<file path="src/rtl/huff_pkg.sv">
// Shared Huffman constants: code-length limit, symbol width, FSM state codes.
package huff_pkg;
   localparam int HUFF_MAX_LEN = 16;
   localparam int SYM_W        = 8;
   localparam int SYM_DEPTH    = 256;

   localparam logic [1:0] ST_SHIFT  = 2'd0;
   localparam logic [1:0] ST_LOOKUP = 2'd1;
   localparam logic [1:0] ST_OUT    = 2'd2;
endpackage

</file>
<file path="src/rtl/huff_sym_ram.sv">
// Canonical-order symbol store: 256x8, one write port, one read port,
// registered read (1-cycle latency, read-before-write on address collision).
module huff_sym_ram
   import huff_pkg::*;
(
   input  logic             clk,
   input  logic             we,
   input  logic [7:0]       waddr,
   input  logic [SYM_W-1:0] wdata,
   input  logic [7:0]       raddr,
   output logic [SYM_W-1:0] rdata
);

   logic [SYM_W-1:0] mem [SYM_DEPTH];

   // Write and registered read share the edge; the read sees pre-write contents.
   always_ff @(posedge clk) begin
      if (we) mem[waddr] <= wdata;
      rdata <= mem[raddr];
   end

endmodule

</file>
<file path="src/rtl/huff_decode_core.sv">
// Canonical Huffman decoder: serial MSB-first bits in, one symbol per codeword out.
// Per-length counts live in registers; symbols in canonical order live in huff_sym_ram.
module huff_decode_core
   import huff_pkg::*;
#(
   parameter int MAX_LEN = HUFF_MAX_LEN,
   parameter int CNT_W   = 9
) (
   input  logic             clk,
   input  logic             rst,
   input  logic             cnt_we,
   input  logic [3:0]       cnt_addr,
   input  logic [CNT_W-1:0] cnt_wdata,
   input  logic             sym_we,
   input  logic [7:0]       sym_waddr,
   input  logic [SYM_W-1:0] sym_wdata,
   input  logic             bit_valid,
   input  logic             bit_in,
   output logic             bit_ready,
   output logic             sym_valid,
   output logic [SYM_W-1:0] sym_out,
   input  logic             sym_ready,
   output logic [7:0]       sym_idx,
   output logic             err
);

   logic [1:0]       state;
   // Only 15 bits of the running code are kept: the 16th bit always comes
   // straight from bit_in, and a 16-bit miss clears the accumulator.
   logic [14:0]      code;
   logic [15:0]      first;
   logic [8:0]       index;
   logic [3:0]       len_m1;          // current code length minus 1
   logic [CNT_W-1:0] cnt [16];

   logic [15:0]      c;
   logic [15:0]      d;
   logic [CNT_W-1:0] cnt_cur;
   logic             hit;
   logic             last_len;
   logic [7:0]       raddr;
   logic [SYM_W-1:0] ram_rdata;

   assign c        = {code, bit_in};
   assign d        = c - first;
   assign cnt_cur  = cnt[len_m1];
   assign hit      = 32'(d) < 32'(cnt_cur);
   assign last_len = (len_m1 == 4'(MAX_LEN - 1));
   assign raddr    = index[7:0] + d[7:0];
   assign bit_ready = (state == ST_SHIFT);

   huff_sym_ram u_ram (
      .clk   (clk),
      .we    (sym_we),
      .waddr (sym_waddr),
      .wdata (sym_wdata),
      .raddr (raddr),
      .rdata (ram_rdata)
   );

   // Count table: loader writes land next cycle; reset wipes the table.
   always_ff @(posedge clk) begin
      if (rst) begin
         for (int i = 0; i < 16; i++) cnt[i] <= '0;
      end else if (cnt_we) begin
         cnt[cnt_addr] <= cnt_wdata;
      end
   end

   // Decode FSM: accumulate bits, look the symbol up, hold it until taken.
   always_ff @(posedge clk) begin
      if (rst) begin
         state     <= ST_SHIFT;
         code      <= '0;
         first     <= '0;
         index     <= '0;
         len_m1    <= '0;
         sym_valid <= 1'b0;
         sym_out   <= '0;
         sym_idx   <= '0;
         err       <= 1'b0;
      end else begin
         err <= 1'b0;
         case (state)
            ST_SHIFT: begin
               if (bit_valid) begin
                  if (hit || last_len) begin
                     // Both a match and an overlong code restart the accumulator.
                     code   <= '0;
                     first  <= '0;
                     index  <= '0;
                     len_m1 <= '0;
                     if (hit) state <= ST_LOOKUP;
                     else     err   <= 1'b1;
                  end else begin
                     code   <= c[14:0];
                     index  <= index + 9'(cnt_cur);
                     first  <= (first + 16'(cnt_cur)) << 1;
                     len_m1 <= len_m1 + 4'd1;
                  end
               end
            end
            ST_LOOKUP: begin
               sym_out   <= ram_rdata;
               sym_valid <= 1'b1;
               state     <= ST_OUT;
            end
            ST_OUT: begin
               if (sym_ready) begin
                  sym_valid <= 1'b0;
                  sym_idx   <= sym_idx + 8'd1;
                  state     <= ST_SHIFT;
               end
            end
            default: state <= ST_SHIFT;
         endcase
      end
   end

endmodule

</file>
<file path="config.mk">
export PLATFORM = sky130hd
export DESIGN_NAME = huff_decode_core
export DESIGN_NICKNAME = d
export VERILOG_FILES = /design/src/rtl/huff_pkg.sv /design/src/rtl/huff_sym_ram.sv /design/src/rtl/huff_decode_core.sv
export SDC_FILE = /design/constraint.sdc
export NUM_CORES = 2
export LEC_CHECK = 0
export ABC_AREA = 1
export ABC_CLOCK_PERIOD_IN_PS = 4000
export CAP_MARGIN = 0
export CORE_ASPECT_RATIO = 1.25
export CORE_UTILIZATION = 25
export DETAILED_ROUTE_END_ITERATION = 6
export PLACE_DENSITY_LB_ADDON = 0.25
export REMOVE_ABC_BUFFERS = 1
export SYNTH_ARGS = -nofsm -noshare
export SYNTH_HDL_FRONTEND = slang
export SYNTH_HIERARCHICAL = 1
export SYNTH_SLANG_ARGS = --single-unit
</file>
<file path="constraint.sdc">
create_clock -name clk -period 4 [get_ports clk]
set_clock_uncertainty 0.2 [all_clocks]
set_input_delay 0.6 -clock clk [delete_from_list [all_inputs] [get_ports clk]]
set_output_delay 0.6 -clock clk [all_outputs]
set_load 0.005 [all_outputs]
</file>
# Word-level counts from Yosys, hierarchy flattened
# Memory sizes are Yosys's and may differ from the RTL's. A register that Yosys moved wholly into a read port is not among the register bits.
# Cells that the tools add are included.
# W data, S select, Z words.
# op_classes
n_addsub	6
magnitude_cmp	1
eq_ne	7
n_mux	24
bitwise	3
reduce_logical	9
# ops
cell	count
$mux W9	2
$lt A16 B9 Y1	1
$mux W16	1
$mux W4	4
$sub A16 B16 Y16	1
$add A15 B9 Y15	1
$mux W15	1
$mux W1	10
$add A9 B9 Y9	1
$reduce_or A9 Y1	1
$add A8 B1 Y8 const B	1
$add A8 B8 Y8	1
$mux W2	4
$pmux W2 S3	1
$reduce_and A2 Y1	3
$add A4 B1 Y4 const B	1
$eq A4 B4 Y1 const B	1
$ne A2 B1 Y1 const B	2
$ne A2 B2 Y1 const B	2
$reduce_and A4 Y1	1
$reduce_or A4 Y1	1
$not A1 Y1	3
$eq A2 B1 Y1 const B	1
$eq A2 B2 Y1 const B	1
other kinds (4)	4
# totals
regBits	64
ramBits	2192
in_bits	36
elab_cells	61
memories	2
# memory_table
memory	words	width	rd	rd_clocked_by_memory_dff	write_ports	line_no	source
u_ram.mem	256	8	1	1	1	huff_sym_ram.sv:14	logic [SYM_W-1:0] mem [SYM_DEPTH];
cnt	16	9	1	1	16	huff_decode_core.sv:34	logic [CNT_W-1:0] cnt [16];

# Longest topological paths before layout
# logic_depth
depth_word	6
ltp_mapped	24
mapped_depth_nobuf	21

# Hierarchy
# Netlist, hierarchy kept.
# by_module_without_submodules
module	n_inst	cells_per_inst	area_per_inst_um2	seq_area_each_um2
huff_sym_ram	1	7003	83396.2	61659.1
huff_decode_core	1	1250	11013.1	5645.4

# Worst setup path after synthesis
# OpenSTA, ideal clock, no wires.
# synth_timing
kind	reg2reg
start	register with a tool-made name
end	register first[14]
arrival_time_ps	3133
t_required_ps	3679
path_slack_ps	546
path_stages_with_launch	21
period_less_slack_ps	3454
path_cell_list	dfxtp_1 buf_4 inv_4 buf_2 clkbuf_1 clkbuf_1 o21ai_0 o221ai_1 o211ai_1 nand2_1 ha_1 fa_1 a21oi_1 nor2_1 nor2_1 o211ai_1 nand3_1 o21ai_0 nand2_1 o22ai_1 nor2_4
# synth_lines
item	line_no	source
end signal: assignment	huff_decode_core.sv:98	first <= (first + 16'(cnt_cur)) << 1;
end: declaration	huff_decode_core.sv:31	logic [15:0] first;

# Worst setup path after layout
# layout_timing
start	register code[0]
end	register u_ram.rdata[3] (read register of u_ram.mem)
# layout_via
elab_chain_len	2
# layout_lines
item	line_no	source
start: declaration	huff_decode_core.sv:30	logic [14:0] code;
start signal: assignment	huff_decode_core.sv:96	code <= c[14:0];
$sub A16 B16 Y16	huff_decode_core.sv:45	assign d = c - first;
$add A8 B8 Y8	huff_decode_core.sv:49	assign raddr = index[7:0] + d[7:0];
via raddr[2]	huff_decode_core.sv:41	logic [7:0] raddr;
end: declaration	huff_sym_ram.sv:11	output logic [SYM_W-1:0] rdata
# The timed path passes the listed nets, and every way through them passes these cells.
# A chain may end at the register's enable or synchronous reset.

==> flow_summary_export.csv <==
group,metric,value,unit
clock_network,clk_latency,0.93,ns
global_route,antenna_found_initial,10,
routing,drt-total-wl,306000,µm
job,drv_cap,0,
die,initial_core_util,0.252,
setup_path,arrival,4.45,ns
timing,setup_viol,0,
clock_network,root_buffer,"clkbuf_16",
logic_synthesis,synth-xor-area-share,0.00277,
routing,drc,2,
setup_path,critPathTopFamily,"buffers and inverters",
setup_path,worstPathCellList,"inv_1, ha_1, fa_1, inv_1, ha_4, buf_4, xnor2_4, buf_12, inv_12, buf_16, buf_16, buf_4, nand3_1, nand3_2, nand3_2, nand3_1, nand3_4, nand2_1, nand2_1, nand2_1",
setup_path,startpoint_type,"register",
power_and_ir_drop,peakVddDrop,421,µV
logic_synthesis,yosys.cell_types.count,46,
clock_network,numCtsBuffers,230,
setup_path,path_common_cell,"nand2_1",
timing,post-route-period-util,0.971,
die,ios,55,
routing,wl_met3,14200,µm
timing,maxSlewViolCount,0,
layout,syn_to_final_growth,19.0,%
setup_path,slowest_delay,0.50,ns
placed_design,hpwl,195000,µm
logic_synthesis,synth_edf_count,2192,
clock_network,cts_sinks,2266,
logic_synthesis,async_flop_share,0,
global_route,grt_pass1_vias,63700,
logic_synthesis,synth_compound_area_frac,0.0133,
routing,ant_nets,0,
routing,viasPerCell,4.68,
routing,first_iter_violations,5661,
setup_path,cp_slowest_cell,"fa_1",
placed_design,portBuffers,54,
setup_path,path_max_fanout,12,
logic_synthesis,ys_seq_area_frac,0.713,
setup_path,crit_type,"reg2reg",
layout,design_area,0.112,mm²
setup_path,worstPathRequired,4.56,ns
placed_design,dp_slack,-0.740,ns
clock_network,cts_tree,"yes",
die,die_area,0.380,mm²
timing,hold_viol_final,0,
clock_network,clockBufferDepth,4,
timing,layout_min_cycle_time,3.88,ns
global_route,grt_max_degree,91,
logic_synthesis,synth_top_family_by_area,"simple AND/OR/NAND/NOR gates",
logic_synthesis,muxShareOfSynthArea,0.000424,
placed_design,gp_congestion,0.857,
die,design.core.area,0.375,mm²
logic_synthesis,ys_ff_latch,2266,
clock_network,h-tree-depth,4,
timing,relSlewSlack,0.308,
placed_design,placed_area,0.105,mm²
routing,firstDrtPassIters,7,
timing,rsz0062_at_grt,"yes",
timing,worst_pin_slew,1.04,ns
global_route,grt_pass1_wl,444000,µm
logic_synthesis,synth_area,0.0944,mm²
clock_network,clk_pin_slew_worst_paths,0.06,ns
die,die_w,552,µm
run_status,violations,"DRC",
routing,wl_met2,155000,µm
logic_synthesis,synthSimpleGateAreaFrac,0.229,
layout,finalNetCount,8694,
die,die_y,689,µm
logic_synthesis,yosysWarnings,6,
power_and_ir_drop,powerDensity,629,mW/mm²
worst_hold_path,hold_path_class,"in2reg",
routing,vias,64200,
logic_synthesis,synthAdderAreaFrac,0.00694,
global_route,grt.total_usage,0.158,
logic_synthesis,yosys_most_used_dff,"edfxtp_1",
logic_synthesis,avgSynthCellArea,11.4,µm²
power_and_ir_drop,p_leak,39.4,nW
setup_path,crit_buf_inv,8,
timing,setup_ws,0.116,ns
timing,hold_ws,0.0305,ns
routing,top_layer_used,"met4",
layout,drive_gt1_frac,0.119,
timing,max_freq,257,MHz
layout,utilization,0.300,
global_route,gr-total-overflow,0,
layout,nFillCells,38300,
run_status,outcome,"complete, but fails checks",
die,fp-row-count,251,
routing,wl_per_cell,22.3,µm
setup_path,cp-end-kind,"register",
routing,wl_met1,126000,µm
logic_synthesis,netlist_instances,8253,
timing,setup_tns,0,ns
==> logic make-up (layout without fill, tap and decap cells) <==
family / count (synthesis) / in the layout
flops: 2266 / 2266
other cells: 0 / 4
simple gates: 4986 / 4986
mux: 4 / 4
xor+xnor: 29 / 29
compound gates: 220 / 220
fa+ha+maj: 50 / 50
buf+inv: 698 / 1229
==> layer usage <==
layer / track usage / vias to the layer above
li1: - / 29800
met4: 0.0533 / 0
met2: 0.283 / 1743
met3: 0.0190 / 454
met5: 0 / -
met1: 0.195 / 32300
==> power by group <==
| group | internal, mW | switching (mW) |
|---|---|---|
| Sequential | 26.2 | 0.229 |
| Combinational | 7.49 | 15.7 |
| Clock | 11.7 | 9.24 |
| Total | 45.4 | 25.2 |
==> through the flow <==
step                      std cells  total power [mW]
after floorplan                7717              36.6
after global placement        13300              49.1
after detailed placement      13300              49.0
after CTS                     13700              71.0
after global routing          13700              73.3
final                         13700              70.6
==> registers in the layout (all words and copies together), names as in the netlist, named ones only <==
register / flops
sym_idx: 8
u_ram/rdata: 8
code: 15
state: 2
err: 1
u_ram/mem: 2048
sym_valid: 1
len_m1: 4
index: 8
cnt: 144
sym_out: 8
first: 15
==> layout by cell type, fill, tap and decap left out, types with 42 or more instances in the layout <==
cell,netlist,final
nand2_1,2282,2255
edfxtp_1,2192,2192
nand3_1,2078,2032
nor2_1,572,572
buf_4,47,464
clkbuf_16,0,233
inv_1,153,150
buf_12,2,119
o21ai_0,105,104
dfxtp_1,74,73
a21oi_1,55,55
clkbuf_1,155,52
nand3_2,3,47
clkinv_1,2,46
clkdlybuf4s50_1,0,46
ha_1,46,42
==> path summary, 6_finish.rpt <==
check	from	to	slack, ns	cells past startpoint
setup / recovery	code[0]	u_ram/rdata[3]	0.12	20
hold / removal	sym_wdata[0]	u_ram/mem[175][0]	0.03	1
setup reg to reg	code[0]	u_ram/rdata[3]	0.12	20
hold reg to reg	sym_idx[7]	sym_idx[7]	0.26	1
==> Yosys cell counts, types with 10 or more instances <==
cell type  instances  area, µm²
xnor2_1           10       87.6
a21oi_1           55        275
o21ai_0          105        526
o221ai_1          21        184
xor2_1            18        158
nand2_1         2282       8570
buf_2            274       1370
nor2_4            21        236
nor2_1           572       2150
inv_1            153        574
edfxtp_1        2192      65800
clkbuf_1         155        582
nor3_1            11       55.1
buf_1             41        154
o22ai_1           12       75.1
o211ai_1          14        105
ha_1              46        576
dfxtp_1           74       1480
buf_6             16        180
nand3_1         2078      10400
buf_4             47        353
==> final cells by class <==
class,instances,area (µm²),share of cell area
inverter,162,662,0.00589
antenna,4,10.0,0.0000891
clock buffer,288,6070,0.0540
tap,4933,6170,0.0549
multi-input combinational,5289,24300,0.216
sequential,2266,67300,0.599
clock inverter,120,1050,0.00938
timing repair buffer,659,6820,0.0607
==> what timing repair did <==
item / 4_1_cts / 5_1_grt
pin swaps: 5 / 2
resized for setup: 74 / 25
hold buffers: 6 / 0
endpoints found under the setup margin: 8 / 25
setup buffers: 4 / 1
endpoints found under the hold margin: 73 / 0
cloned: 3 / 0
No activity file was read; power rests on OpenSTA's default activity.
